===== src/rtl/starfield_mixer_if.sv =====
// Pixel-side bundle for starfield_mixer: layer inputs, fade requests and mixed outputs.
// The tint member exists only when STARFIELD_MIXER_TINT_EN is defined.
interface starfield_mixer_if;
  logic       en;
  logic       hblank;
  logic       vblank;
  logic       sf_on;
  logic [7:0] sf_star;
  logic [7:0] fg_r;
  logic [7:0] fg_g;
  logic [7:0] fg_b;
  logic       fg_opaque;
  logic       fade_in_req;
  logic       fade_out_req;
`ifdef STARFIELD_MIXER_TINT_EN
  logic [2:0] tint;
`endif
  logic [7:0] r;
  logic [7:0] g;
  logic [7:0] b;
  logic       hblank_o;
  logic       vblank_o;
  logic [4:0] fade_level;
  logic       fade_busy;

  modport master (
`ifdef STARFIELD_MIXER_TINT_EN
    output tint,
`endif
    output en, hblank, vblank, sf_on, sf_star, fg_r, fg_g, fg_b, fg_opaque,
    output fade_in_req, fade_out_req,
    input  r, g, b, hblank_o, vblank_o, fade_level, fade_busy
  );

  modport slave (
`ifdef STARFIELD_MIXER_TINT_EN
    input  tint,
`endif
    input  en, hblank, vblank, sf_on, sf_star, fg_r, fg_g, fg_b, fg_opaque,
    input  fade_in_req, fade_out_req,
    output r, g, b, hblank_o, vblank_o, fade_level, fade_busy
  );
endinterface


===== src/rtl/starfield_mixer.sv =====
// Two-stage starfield/foreground mixer with a frame-paced fade FSM on the star gain.
// Define STARFIELD_MIXER_TINT_EN to add a per-channel star tint input.
module starfield_mixer #(
  parameter int unsigned FADE_DIV = 2,
  parameter bit          START_ON = 1'b0
) (
  input  logic                clk,
  input  logic                rst,
  starfield_mixer_if.slave    pix_if
);

  typedef enum logic [1:0] {
    ST_OFF      = 2'd0,
    ST_FADE_IN  = 2'd1,
    ST_ON       = 2'd2,
    ST_FADE_OUT = 2'd3
  } fade_state_e;

  localparam logic [4:0]  LEVEL_MAX   = 5'd16;
  localparam logic [3:0]  DIV_LAST    = 4'(FADE_DIV - 1);
  localparam fade_state_e RESET_STATE = START_ON ? ST_ON : ST_OFF;
  localparam logic [4:0]  RESET_LEVEL = START_ON ? LEVEL_MAX : 5'd0;

  fade_state_e state_q, state_d;
  logic [4:0]  level_q, level_d;
  logic [3:0]  frame_cnt_q, frame_cnt_d;
  logic        vblank_prev_q;
  logic        frame_tick;
  logic        fade_step;

  always_comb begin
    state_d     = state_q;
    level_d     = level_q;
    frame_cnt_d = frame_cnt_q;
    frame_tick  = pix_if.vblank & ~vblank_prev_q;
    fade_step   = 1'b0;

    if ((state_q == ST_FADE_IN || state_q == ST_FADE_OUT) && frame_tick) begin
      if (frame_cnt_q >= DIV_LAST) begin
        frame_cnt_d = 4'd0;
        fade_step   = 1'b1;
      end else begin
        frame_cnt_d = frame_cnt_q + 4'd1;
      end
    end

    case (state_q)
      ST_FADE_IN: begin
        if (fade_step) begin
          if (level_q < LEVEL_MAX) level_d = level_q + 5'd1;
          if (level_q >= LEVEL_MAX - 5'd1) state_d = ST_ON;
        end
      end
      ST_FADE_OUT: begin
        if (fade_step) begin
          if (level_q != 5'd0) level_d = level_q - 5'd1;
          if (level_q <= 5'd1) state_d = ST_OFF;
        end
      end
      default: ;
    endcase

    // A fade-out request masks a simultaneous fade-in; a direction change keeps the level.
    if (pix_if.fade_out_req) begin
      if (state_q == ST_ON || state_q == ST_FADE_IN) begin
        state_d     = ST_FADE_OUT;
        level_d     = level_q;
        frame_cnt_d = 4'd0;
      end
    end else if (pix_if.fade_in_req) begin
      if (state_q == ST_OFF || state_q == ST_FADE_OUT) begin
        state_d     = ST_FADE_IN;
        level_d     = level_q;
        frame_cnt_d = 4'd0;
      end
    end
  end

  always_ff @(posedge clk or posedge rst) begin
    if (rst) begin
      state_q       <= RESET_STATE;
      level_q       <= RESET_LEVEL;
      frame_cnt_q   <= 4'd0;
      vblank_prev_q <= 1'b1;
    end else if (pix_if.en) begin
      state_q       <= state_d;
      level_q       <= level_d;
      frame_cnt_q   <= frame_cnt_d;
      vblank_prev_q <= pix_if.vblank;
    end
  end

  logic [12:0] star_prod;
  logic [8:0]  star_scaled;
  logic [7:0]  star_int;

  assign star_prod   = {5'd0, pix_if.sf_star} * {8'd0, level_q};
  assign star_scaled = 9'(star_prod >> 4);
  assign star_int    = star_scaled[8] ? 8'hFF : star_scaled[7:0];

  logic [7:0] s1_star_q;
  logic       s1_sf_on_q;
  logic       s1_hblank_q;
  logic       s1_vblank_q;
  logic [7:0] s1_fg_r_q, s1_fg_g_q, s1_fg_b_q;
  logic       s1_opaque_q;
  logic [2:0] star_mask;
`ifdef STARFIELD_MIXER_TINT_EN
  logic [2:0] s1_tint_q;
  assign star_mask = s1_tint_q;
`else
  assign star_mask = 3'b111;
`endif

  logic [7:0] r_q, g_q, b_q;
  logic [7:0] r_d, g_d, b_d;
  logic       hblank_o_q, vblank_o_q;

  // Blanking dominates, then an opaque foreground, then the faded star.
  always_comb begin
    r_d = 8'd0;
    g_d = 8'd0;
    b_d = 8'd0;
    if (!(s1_hblank_q || s1_vblank_q)) begin
      if (s1_opaque_q) begin
        r_d = s1_fg_r_q;
        g_d = s1_fg_g_q;
        b_d = s1_fg_b_q;
      end else if (s1_sf_on_q) begin
        r_d = star_mask[2] ? s1_star_q : 8'd0;
        g_d = star_mask[1] ? s1_star_q : 8'd0;
        b_d = star_mask[0] ? s1_star_q : 8'd0;
      end
    end
  end

  always_ff @(posedge clk or posedge rst) begin
    if (rst) begin
      s1_star_q   <= 8'd0;
      s1_sf_on_q  <= 1'b0;
      s1_hblank_q <= 1'b1;
      s1_vblank_q <= 1'b1;
      s1_fg_r_q   <= 8'd0;
      s1_fg_g_q   <= 8'd0;
      s1_fg_b_q   <= 8'd0;
      s1_opaque_q <= 1'b0;
`ifdef STARFIELD_MIXER_TINT_EN
      s1_tint_q   <= 3'd0;
`endif
      r_q         <= 8'd0;
      g_q         <= 8'd0;
      b_q         <= 8'd0;
      hblank_o_q  <= 1'b1;
      vblank_o_q  <= 1'b1;
    end else if (pix_if.en) begin
      s1_star_q   <= star_int;
      s1_sf_on_q  <= pix_if.sf_on;
      s1_hblank_q <= pix_if.hblank;
      s1_vblank_q <= pix_if.vblank;
      s1_fg_r_q   <= pix_if.fg_r;
      s1_fg_g_q   <= pix_if.fg_g;
      s1_fg_b_q   <= pix_if.fg_b;
      s1_opaque_q <= pix_if.fg_opaque;
`ifdef STARFIELD_MIXER_TINT_EN
      s1_tint_q   <= pix_if.tint;
`endif
      r_q         <= r_d;
      g_q         <= g_d;
      b_q         <= b_d;
      hblank_o_q  <= s1_hblank_q;
      vblank_o_q  <= s1_vblank_q;
    end
  end

  assign pix_if.r          = r_q;
  assign pix_if.g          = g_q;
  assign pix_if.b          = b_q;
  assign pix_if.hblank_o   = hblank_o_q;
  assign pix_if.vblank_o   = vblank_o_q;
  assign pix_if.fade_level = level_q;
  assign pix_if.fade_busy  = (state_q == ST_FADE_IN) || (state_q == ST_FADE_OUT);

endmodule


===== src/flat_wrapper.sv =====
// flat-port wrapper written by rule: the top's interface ports become plain ports
module starfield_mixer_flat 
#(
  parameter int unsigned FADE_DIV = 2,
  parameter bit          START_ON = 1'b0
)
  (clk, rst, pix_if_en, pix_if_hblank, pix_if_vblank, pix_if_sf_on, pix_if_sf_star, pix_if_fg_r, pix_if_fg_g, pix_if_fg_b, pix_if_fg_opaque, pix_if_fade_in_req, pix_if_fade_out_req, pix_if_r, pix_if_g, pix_if_b, pix_if_hblank_o, pix_if_vblank_o, pix_if_fade_level, pix_if_fade_busy);
  starfield_mixer_if pix_if_i ();
  input  logic clk;
  input  logic rst;
  input wire logic [$bits(pix_if_i.en)-1:0] pix_if_en;
  input wire logic [$bits(pix_if_i.hblank)-1:0] pix_if_hblank;
  input wire logic [$bits(pix_if_i.vblank)-1:0] pix_if_vblank;
  input wire logic [$bits(pix_if_i.sf_on)-1:0] pix_if_sf_on;
  input wire logic [$bits(pix_if_i.sf_star)-1:0] pix_if_sf_star;
  input wire logic [$bits(pix_if_i.fg_r)-1:0] pix_if_fg_r;
  input wire logic [$bits(pix_if_i.fg_g)-1:0] pix_if_fg_g;
  input wire logic [$bits(pix_if_i.fg_b)-1:0] pix_if_fg_b;
  input wire logic [$bits(pix_if_i.fg_opaque)-1:0] pix_if_fg_opaque;
  input wire logic [$bits(pix_if_i.fade_in_req)-1:0] pix_if_fade_in_req;
  input wire logic [$bits(pix_if_i.fade_out_req)-1:0] pix_if_fade_out_req;
  output wire logic [$bits(pix_if_i.r)-1:0] pix_if_r;
  output wire logic [$bits(pix_if_i.g)-1:0] pix_if_g;
  output wire logic [$bits(pix_if_i.b)-1:0] pix_if_b;
  output wire logic [$bits(pix_if_i.hblank_o)-1:0] pix_if_hblank_o;
  output wire logic [$bits(pix_if_i.vblank_o)-1:0] pix_if_vblank_o;
  output wire logic [$bits(pix_if_i.fade_level)-1:0] pix_if_fade_level;
  output wire logic [$bits(pix_if_i.fade_busy)-1:0] pix_if_fade_busy;
  assign pix_if_i.en = pix_if_en;
  assign pix_if_i.hblank = pix_if_hblank;
  assign pix_if_i.vblank = pix_if_vblank;
  assign pix_if_i.sf_on = pix_if_sf_on;
  assign pix_if_i.sf_star = pix_if_sf_star;
  assign pix_if_i.fg_r = pix_if_fg_r;
  assign pix_if_i.fg_g = pix_if_fg_g;
  assign pix_if_i.fg_b = pix_if_fg_b;
  assign pix_if_i.fg_opaque = pix_if_fg_opaque;
  assign pix_if_i.fade_in_req = pix_if_fade_in_req;
  assign pix_if_i.fade_out_req = pix_if_fade_out_req;
  assign pix_if_r = pix_if_i.r;
  assign pix_if_g = pix_if_i.g;
  assign pix_if_b = pix_if_i.b;
  assign pix_if_hblank_o = pix_if_i.hblank_o;
  assign pix_if_vblank_o = pix_if_i.vblank_o;
  assign pix_if_fade_level = pix_if_i.fade_level;
  assign pix_if_fade_busy = pix_if_i.fade_busy;
  starfield_mixer #(.FADE_DIV(FADE_DIV), .START_ON(START_ON)) u_core (.clk(clk), .rst(rst), .pix_if(pix_if_i));
endmodule

===== config.mk =====
export PLATFORM = sky130hd
export DESIGN_NAME = starfield_mixer_flat
export DESIGN_NICKNAME = d
export VERILOG_FILES = /design/src/rtl/starfield_mixer_if.sv /design/src/rtl/starfield_mixer.sv /design/src/flat_wrapper.sv
export SDC_FILE = /design/constraint.sdc
export NUM_CORES = 1
export LEC_CHECK = 0
export BUFFER_PORTS_ARGS = -buffer_cell sky130_fd_sc_hd__buf_2
export CORE_ASPECT_RATIO = 1.1
export CORE_UTILIZATION = 62
export CTS_CLUSTER_SIZE = 28
export DETAILED_ROUTE_END_ITERATION = 8
export GPL_TIMING_DRIVEN = 0
export PLACE_DENSITY_LB_ADDON = 0.12
export REMOVE_ABC_BUFFERS = 1
export SLEW_MARGIN = 20
export SYNTH_ARGS = -nofsm -noshare
export SYNTH_HDL_FRONTEND = slang
export SYNTH_SLANG_ARGS = --single-unit

===== constraint.sdc =====
create_clock -name clk -period 10.3 [get_ports clk]
set_input_delay 1.03 -clock clk [delete_from_list [all_inputs] [get_ports clk]]
set_output_delay 1.03 -clock clk [all_outputs]
set_load 0.02 [all_outputs]

Word-level counts from Yosys, hierarchy flattened:

Cells that the tools add are included.

* output and inout bits: 32
* input bits: 41
* bits in registers: 73
* word-level logic and storage cells: 73

* bitwise gates (word level): 2
* multiplexer cells: 34
* equal/unequal tests: 5
* add/subtract/negate cells: 3
* $mul: 1
* magnitude comparators: 4
* reductions and logical operators: 8

Operators by type and width (number)
* 8-bit two-way mux: 8
* 5-bit two-way mux: 8
* 4-bit two-way mux: 6
* 2-bit two-way mux: 8
* 8-bit by 5-bit multiplier with 13-bit output: 1
* 5-bit case mux with 2 select lines: 1
* 5-bit by 1-bit adder with 5-bit output (second input constant): 1
* 5-bit by 4-bit >= comparator with 1-bit output (second input constant): 1
* 5-bit by 1-bit less-or-equal comparator with 1-bit output (second input constant): 1
* 5-bit less-than comparator (second input constant): 1
* 5-bit nonzero test: 1
* 5-bit by 1-bit subtractor with 5-bit output (second input constant): 1
* 4-bit by 1-bit adder with 4-bit output (second input constant): 1
* 2-bit equality test (second input constant): 2
* 4-bit by 1-bit >= comparator with 1-bit output (second input constant): 1
* 1-bit logical OR: 4
* 2-bit case mux with 2 select lines: 1
* 3-bit inequality test (second input constant): 1
* 3-bit AND reduction: 1
* 2-bit by 1-bit equality test with 1-bit output (second input constant): 1
* 2-bit zero test: 1
* 1-bit two-way mux: 2
* 2-bit inequality test (second input constant): 1
* 1-bit bitwise AND: 1
* other kinds (2): 2

Longest topological paths before layout:

Gate-level depths: netlist (run 1).

* word-level depth: 9
* mapped depth: 15
* depth with buffers taken out: 14

Least setup slack after synthesis (run 1):

No wires, ideal clock.

* path kind: input -> register
* start point: input port pix_if_sf_star[1]
* end point: register u_core.s1_star_q[5]
* slack: 5.786 ns
* setup time: 0.121 ns
* path buffers: 0
* stages on the path: 13
* data required time: 10.179 ns
* arrival: 4.393 ns
* cells stage by stage: and2_1 fa_1 fa_1 inv_1 fa_1 inv_1 ha_1 a21oi_1 nand2_1 or4_4 a21oi_2 a31oi_4 a22o_1

* longest elaborated chain between the ends: 2

RTL lines
* start, declared: RTL line flat_wrapper.sv:15 `input wire logic [$bits(pix_if_i.sf_star)-1:0] pix_if_sf_star;`
* 8-bit by 5-bit multiplier with 13-bit output: RTL line starfield_mixer.sv:97 `assign star_prod = {5'd0, pix_if.sf_star} * {8'd0, level_q};`
* 8-bit two-way mux: RTL line starfield_mixer.sv:99 `assign star_int = star_scaled[8] ? 8'hFF : star_scaled[7:0];`
* end signal, assigned: RTL line starfield_mixer.sv:156 `s1_star_q <= star_int;`
* end, declared: RTL line starfield_mixer.sv:101 `logic [7:0] s1_star_q;`

Every way passes these cells.
A chain may end at the register's enable or synchronous reset.

Worst setup path after layout (run 1):

Ends and elaborated chain as after synthesis.

==> key figures, run 1 <==
Outcome
  – Status: finished clean

Detailed routing
  – Residual DRC: 0
  – Via count: 3,222
  – Routed WL: 8450 µm
  – Iteration-0 DRC Markers: 119
  – Vias per inst: 5.42
  – DR WL/cell: 14.2 µm
  – First-pass iteration count of the detailed router: 4
  – Final ANT Viol Nets: 0

Synthesis
  – Seq/Total Area, Yosys: 0.404
  – Post-Synthesis Cell Area: 4530 µm²
  – Synth top area cells: dfrtp_1 (38%), ha_1 (8.0%), mux2_2 (7.7%)
  – Number of flops mapped to enable cells by yosys: 0
  – Post-Synthesis Cells: 439
  – Yosys reg bits: 73
  – Syn Area/Cell: 10.3 µm²
  – Top_reg_cell synth: dfrtp_1
  – Synth cell types: 47
  – Post-synth ARST share: 1.00
  – Yosys warns: 0
  – Area fraction of the dominant cell type after synthesis: 0.381
  – Post-synth top area cell: dfrtp_1

Pwr
  – VDD IR-drop max: 0.141 mV
  – Pwr dens: 242 nW/µm²
  – LEAKAGE: 0.00251 µW
  – Power Total: 1250 µW

STA
  – Setup Skew: 0.0130 ns
  – Worst Max-Slew Pin Slew: 0.933 ns
  – Fin crit period: 4.45 ns
  – Number of endpoints failing setup at the final stage: 0
  – Final setup TNS: 0 ns
  – Final hold slack: 0.500 ns
  – Final number of max-transition violations: 0
  – Max Freq: 225 MHz
  – Worst setup margin: 5.85 ns
  – RSZ-0062 raised after global routing: false
  – Slew HR: 0.378
  – Fin crit share: 0.432
  – Fin. Hold Viols: 0

Clock tree
  – CTS tree: done
  – Hold Buf Count CTS: 0
  – Clock latency on the worst-skew pair: 0.36 ns
  – Htree depth: 3
  – Post-cts resize count: 0
  – Cts bufs inserted: 9
  – Root Driver: clkbuf_8
  – Clock tree buffer depth: 2
  – Post-CTS Setup Inserts: 0
  – Clock-pin slew on the worst setup and hold paths: 0.06 ns
  – Clk sinks: 73

Global route
  – Antenna violations before repair: 0
  – Largest net degree at the start of global routing: 73
  – Number of global-route vias before repair: 3,253
  – Final global-route overflow total: 0
  – Global-route usage over all layers: 0.245
  – Global-route wire length before repair: 15,000 µm

Finish
  – Final nets: 592
  – Diodes inserted: 0
  – Design Area, Final: 5170 µm²
  – Filler cell count: 524
  – Multi-input gate area: 2420 µm²
  – Layout area overhead: 14.2%
  – Ratio of cells with drive above 1 in the final layout: 0.276
  – Storage cell area: 1830 µm²

Hold path
  – Worst min-delay path category: flop to flop

Worst setup path
  – Critical Path, Cell by Cell: buf_2, and2_1, fa_1, fa_1, inv_1, fa_1, inv_1, ha_1, a21oi_1, nand2_1, or4_4, a21oi_2, a31oi_4, a22o_1
  – Max FO, Critical Path: 8
  – Critical path data required time: 10.53 ns
  – Critical path arrival: 4.69 ns
  – Setup crit end kind: flop
  – CP peak stage delay: 0.56 ns
  – CP Launch Type: input port
  – Slowest cell on the critical path: or4_4
  – CP most frequent cell: fa_1
  – Crit Path Class: input port to flop

Die
  – Die ar.: 7660 µm²
  – Core box area: 7050 µm²
  – Initial Util: 0.643
  – Die X: 83.5 µm
  – IO Pins: 73
  – Chip Height: 91.7 µm
  – Core Rows: 32

Place
  – Post-place setup slack: 5.47 ns
  – Number of port buffers: 72
  – Post-DP HPWL: 6130 µm
  – Area post-placement: 4930 µm²
  – GPL Wtd Cong: 0.799

Run
  – Number of max-cap violations: 0
[final timing paths]
path                                        startpoint             endpoint  slack (ns)  depth (start not counted)
setup / recovery                     pix_if_sf_star[1]  u_core.s1_star_q[5]        5.85                         14
hold / removal                     u_core.s1_star_q[2]  u_core.s1_star_q[2]        0.50                          1
setup reg to reg           u_core.pix_if.fade_level[3]  u_core.s1_star_q[5]        6.01                         13
hold reg to reg                    u_core.s1_star_q[2]  u_core.s1_star_q[2]        0.50                          1
max in group asynchronous                          rst   u_core.s1_hblank_q        9.07                          3
min in group asynchronous                          rst   u_core.s1_opaque_q        0.64                          2
[stage by stage]
stage | instances | util
floorplan | 421 | -
global route | 595 | 0.734
global placement | 578 | 0.696
detailed placement | 579 | 0.700
finish | 595 | 0.734
CTS | 595 | 0.734
[cells in the final DEF (no fill, tap or decap), types with 9 or more instances in the layout]
cell      netlist  routed
nand2_1        30      30
and2_1         27      27
inv_1          49      48
dfrtp_1        69      69
nor2b_1        21      21
o21ai_0        13      13
clkbuf_8        3       9
buf_2           0      71
nor2_1         14      14
ha_1           29      29
a21oi_1        20      20
o22ai_1        25      25
fa_1           17      17
mux2_2         31      31
[logic make-up after synthesis]
kind of cell,synth area share
buffers and inverters,0.0621
muxes,0.0770
AOI/OAI and AO/OA,0.117
DFF,0.404
and+or+nand+nor,0.165
adders and majority gates,0.155
xor gates and xnor gates,0.0193
[layout make-up]
cell class | count | area share
Clock inverter | 7 | 0.0225
Inverter | 49 | 0.0360
Timing Repair Buffer | 73 | 0.0754
Tap cell | 85 | 0.0206
Multi-Input combinational cell | 299 | 0.468
Clock buffer | 9 | 0.0239
Sequential cell | 73 | 0.354
[flip-flops by register name, summed over array words and instances, names as in the netlist, 2 cells and up]
name	cells
u_core.s1_fg_r_q	8
u_core.pix_if.r	8
u_core.pix_if.b	8
u_core.state_q	2
u_core.s1_star_q	8
u_core.s1_fg_b_q	8
u_core.frame_cnt_q	4
u_core.pix_if.fade_level	5
u_core.s1_fg_g_q	8
u_core.pix_if.g	8
[synthesized netlist by cell type, types with 2 or more instances]
cell and instances:
a21oi_1 20, a31oi_4 2, and2_1 27, and2b_2 2, and3_1 3, buf_1 2
clkbuf_1 13, clkbuf_8 3, dfrtp_1 69, dfstp_2 4, fa_1 17, ha_1 29
inv_1 49, mux2_2 31, nand2_1 30, nand2b_1 4, nand3_1 5, nand4_1 2
nor2_1 14, nor2b_1 21, nor3_1 4, nor3b_1 2, o21ai_0 13, o21ai_2 2
o22a_1 7, o22ai_1 25, or2_2 4, or3_1 7, or3_4 2, xnor2_1 6
xor2_1 4
[critical path: cells and delay by family]
family / cells / cell delay, ns
AO/OA/AOI/OAI: 4 / 0.64
adder cells (fa/ha/maj): 4 / 1.93
buffers and inverters: 3 / 0.22
AND/OR/NAND/NOR: 3 / 0.85
[layer usage]
metal,wire length [µm],share of wire,vias up,track usage
met1,3750,0.44,1537,0.315
met4,120,0.014,0,0.0763
li1,-,-,1609,-
met2,4290,0.51,66,0.423
met3,288,0.034,10,0.0477
met5,0,0,-,0
[where the power goes]
| part | switching [µW] | internal, µW |
|---|---|---|
| Clock | 109 | 161 |
| Combinational | 320 | 271 |
| Sequential | 51.6 | 339 |
| Total | 481 | 771 |
(Power assumes the default switching activity.)
==> inputs of run 2 (changes only) <==
--- a/config.mk
+++ b/config.mk
@@ -7,7 +7,7 @@
 export LEC_CHECK = 0
 export BUFFER_PORTS_ARGS = -buffer_cell sky130_fd_sc_hd__buf_2
 export CORE_ASPECT_RATIO = 1.1
-export CORE_UTILIZATION = 62
+export CORE_UTILIZATION = 52
 export CTS_CLUSTER_SIZE = 28
 export DETAILED_ROUTE_END_ITERATION = 8
 export GPL_TIMING_DRIVEN = 0
==> constraint.sdc (replaced) <==
create_clock -name clk -period 3.7 [get_ports clk]
set_input_delay 0.37 -clock clk [delete_from_list [all_inputs] [get_ports clk]]
set_output_delay 0.37 -clock clk [all_outputs]
set_load 0.02 [all_outputs]
==> key figures, run 2 (synthesis results as in run 1) <==
Detailed routing
  – Residual DRC: 0 (unchanged)
  – Final ANT Viol Nets: 0 (unchanged)
  – Via count: 3,329 (+3.3%)
  – First-pass iteration count of the detailed router: 4 (unchanged)
  – Vias per inst: 5.22 (-3.6%)
  – DR WL/cell: 13.8 µm (-3.0%)
  – Routed WL: 8790 µm (+4.0%)
  – Iteration-0 DRC Markers: 93 (-22%)

STA
  – Setup Skew: 0.0131 ns (+0.0000965 ns)
  – Slew HR: 0.374 (-0.00404)
  – Fin crit share: 1.02
  – Fin. Hold Viols: 0 (unchanged)
  – Worst setup margin: -0.0738 ns (-5.92 ns)
  – RSZ-0062 raised after global routing: true
  – Max Freq: 265 MHz
  – Number of endpoints failing setup at the final stage: 8 (+8)
  – Worst Max-Slew Pin Slew: 0.939 ns (+0.00606 ns)
  – Fin crit period: 3.77 ns
  – Final setup TNS: -0.272 ns (-0.272 ns)
  – Final number of max-transition violations: 0 (unchanged)

Global route
  – Number of global-route vias before repair: 3,307 (+1.7%)
  – Antenna violations before repair: 0 (unchanged)
  – Global-route usage over all layers: 0.210 (-0.0356)
  – Final global-route overflow total: 0 (unchanged)
  – Largest net degree at the start of global routing: 73 (unchanged)
  – Global-route wire length before repair: 15,200 µm (+1.8%)

Finish
  – Filler cell count: 734 (+40%)
  – Storage cell area: 1840 µm² (+0.20%)
  – Most frequent cells in the layout: buf_2 (71), dfrtp_1 (66), inv_1 (46)
  – Layout area overhead: 19.8%
  – Final nets: 609 (+2.9%)
  – Most common cell after layout, fill and taps aside: buf_2
  – Diodes inserted: 0 (unchanged)
  – Multi-input gate area: 2540 µm² (+5.1%)
  – Ratio of cells with drive above 1 in the final layout: 0.345 (+0.0689)
  – Design Area, Final: 5430 µm² (+5.0%)

Worst setup path
  – Critical path data required time: 3.92 ns (-6.61 ns)
  – Crit Path Class: flop to flop
  – Max FO, Critical Path: 8 (unchanged)
  – Setup crit end kind: flop
  – Critical path arrival: 3.99 ns (-0.70 ns)
  – CP Launch Type: flop

Die
  – IO Pins: 73 (unchanged)
  – Initial Util: 0.539 (-0.104)
  – Die ar.: 9100 µm² (+19%)
  – Chip Height: 99.9 µm (+9.0%)
  – Core Rows: 35 (+9.4%)
  – Die X: 91.0 µm (+9.0%)
  – Core box area: 8410 µm² (+19%)

Clock tree
  – Htree depth: 3 (unchanged)
  – Clock latency on the worst-skew pair: 0.34 ns (-0.02 ns)
  – Cts bufs inserted: 9 (unchanged)
  – CTS tree: done
  – Clock tree buffer depth: 2 (unchanged)
  – Root Driver: clkbuf_8
  – Clk sinks: 73 (unchanged)
  – Clock-pin slew on the worst setup and hold paths: 0.08 ns (+0.02 ns)

Pwr
  – LEAKAGE: 0.00259 µW (+3.2%)
  – Pwr dens: 694 nW/µm² (+190%)
  – VDD IR-drop max: 0.321 mV (+130%)
  – Power Total: 3770 µW (+200%)

Place
  – Post-DP HPWL: 6040 µm (-1.5%)
  – Area post-placement: 4970 µm² (+0.66%)
  – Number of port buffers: 72 (unchanged)
  – GPL Wtd Cong: 0.800 (about the same)

Run
  – Number of max-cap violations: 0 (unchanged)

Outcome
  – Failing checks: negative setup slack
  – Status: finished with violations

Hold path
  – Worst min-delay path category: input port to flop
[run 2: changes by cell type in the layout (fill, tap and decap cells not counted), moves of 3 or more]
cell and change:
ha_4 +4, dfrtp_1 -3, buf_4 +15, nand2_1 -3
and2_4 +4, dfrtp_2 +3, ha_1 -5, and2_1 -4
[run 2: power by group]
group / internal [µW] / switching (µW) / leakage [µW]
Sequential: 947 / 130 / 0.000887
Combinational: 1010 / 1060 / 0.00160
Clock: 346 / 279 / 0.000109
Total: 2300 / 1470 / 0.00259
[run 2: area by class of cell]
cell class,count,share of cell area
multi-input combinational,299,0.468
sequential,73,0.338
timing repair buffer,90,0.0965
inverter,49,0.0343
clock buffer,11,0.0279
tap,111,0.0256
clock inverter,5,0.00990
[run 2: final timing paths]
path / start / to / slack, ns / cells past startpoint
setup / recovery: u_core.pix_if.fade_level[3] / u_core.s1_star_q[5] / -0.07 / 13
hold / removal: pix_if_fg_r[6] / u_core.s1_fg_r_q[6] / 0.25 / 2
setup reg to reg: u_core.pix_if.fade_level[3] / u_core.s1_star_q[5] / -0.07 / 13
hold reg to reg: u_core.s1_star_q[6] / u_core.s1_star_q[6] / 0.51 / 1
max in group asynchronous: rst / u_core.s1_hblank_q / 2.56 / 4
min in group asynchronous: rst / u_core.s1_fg_r_q[4] / 0.54 / 3
[run 2: metal layers]
layer	up-vias	part of all wire	GRT usage
li1	1644	-	-
met1	1612	0.45	0.269
met2	65	0.51	0.358
met3	8	0.036	0.0386
met4	0	0.0092	0.0733
met5	-	0	0
[run 2: critical path: stages, from the launching register on]
cell and delay [ns]:
dfrtp_2 0.45, buf_4 0.16, nand2_1 0.08, fa_1 0.45, fa_1 0.53, inv_2 0.04, fa_1 0.53, ha_4 0.22
nand2_4 0.08, nor3_4 0.05, or4_4 0.59, a21oi_4 0.17, a31oi_4 0.08, a22o_1 0.24
[run 2: stage by stage]
stage                     hold slack (ns)  setup slack [ns]  utilization  cells
final                               0.254           -0.0738        0.646    638
after global routing                0.237            -0.219        0.646    638
after CTS                           0.234            -0.140        0.642    637
after detailed placement            0.366            -0.584        0.591    605
after global placement              0.485            -0.528        0.587    604
after floorplan                     0.471            -0.377            -    421
[run 2: what timing repair did]
item	in CTS	in global routing
cloned	0	0
endpoints found under the hold margin	21	0
gates resized for setup	24	8
pin swaps	27	14
hold buffers	1	0
buffers inserted	15	1
endpoints found under the setup margin	8	8
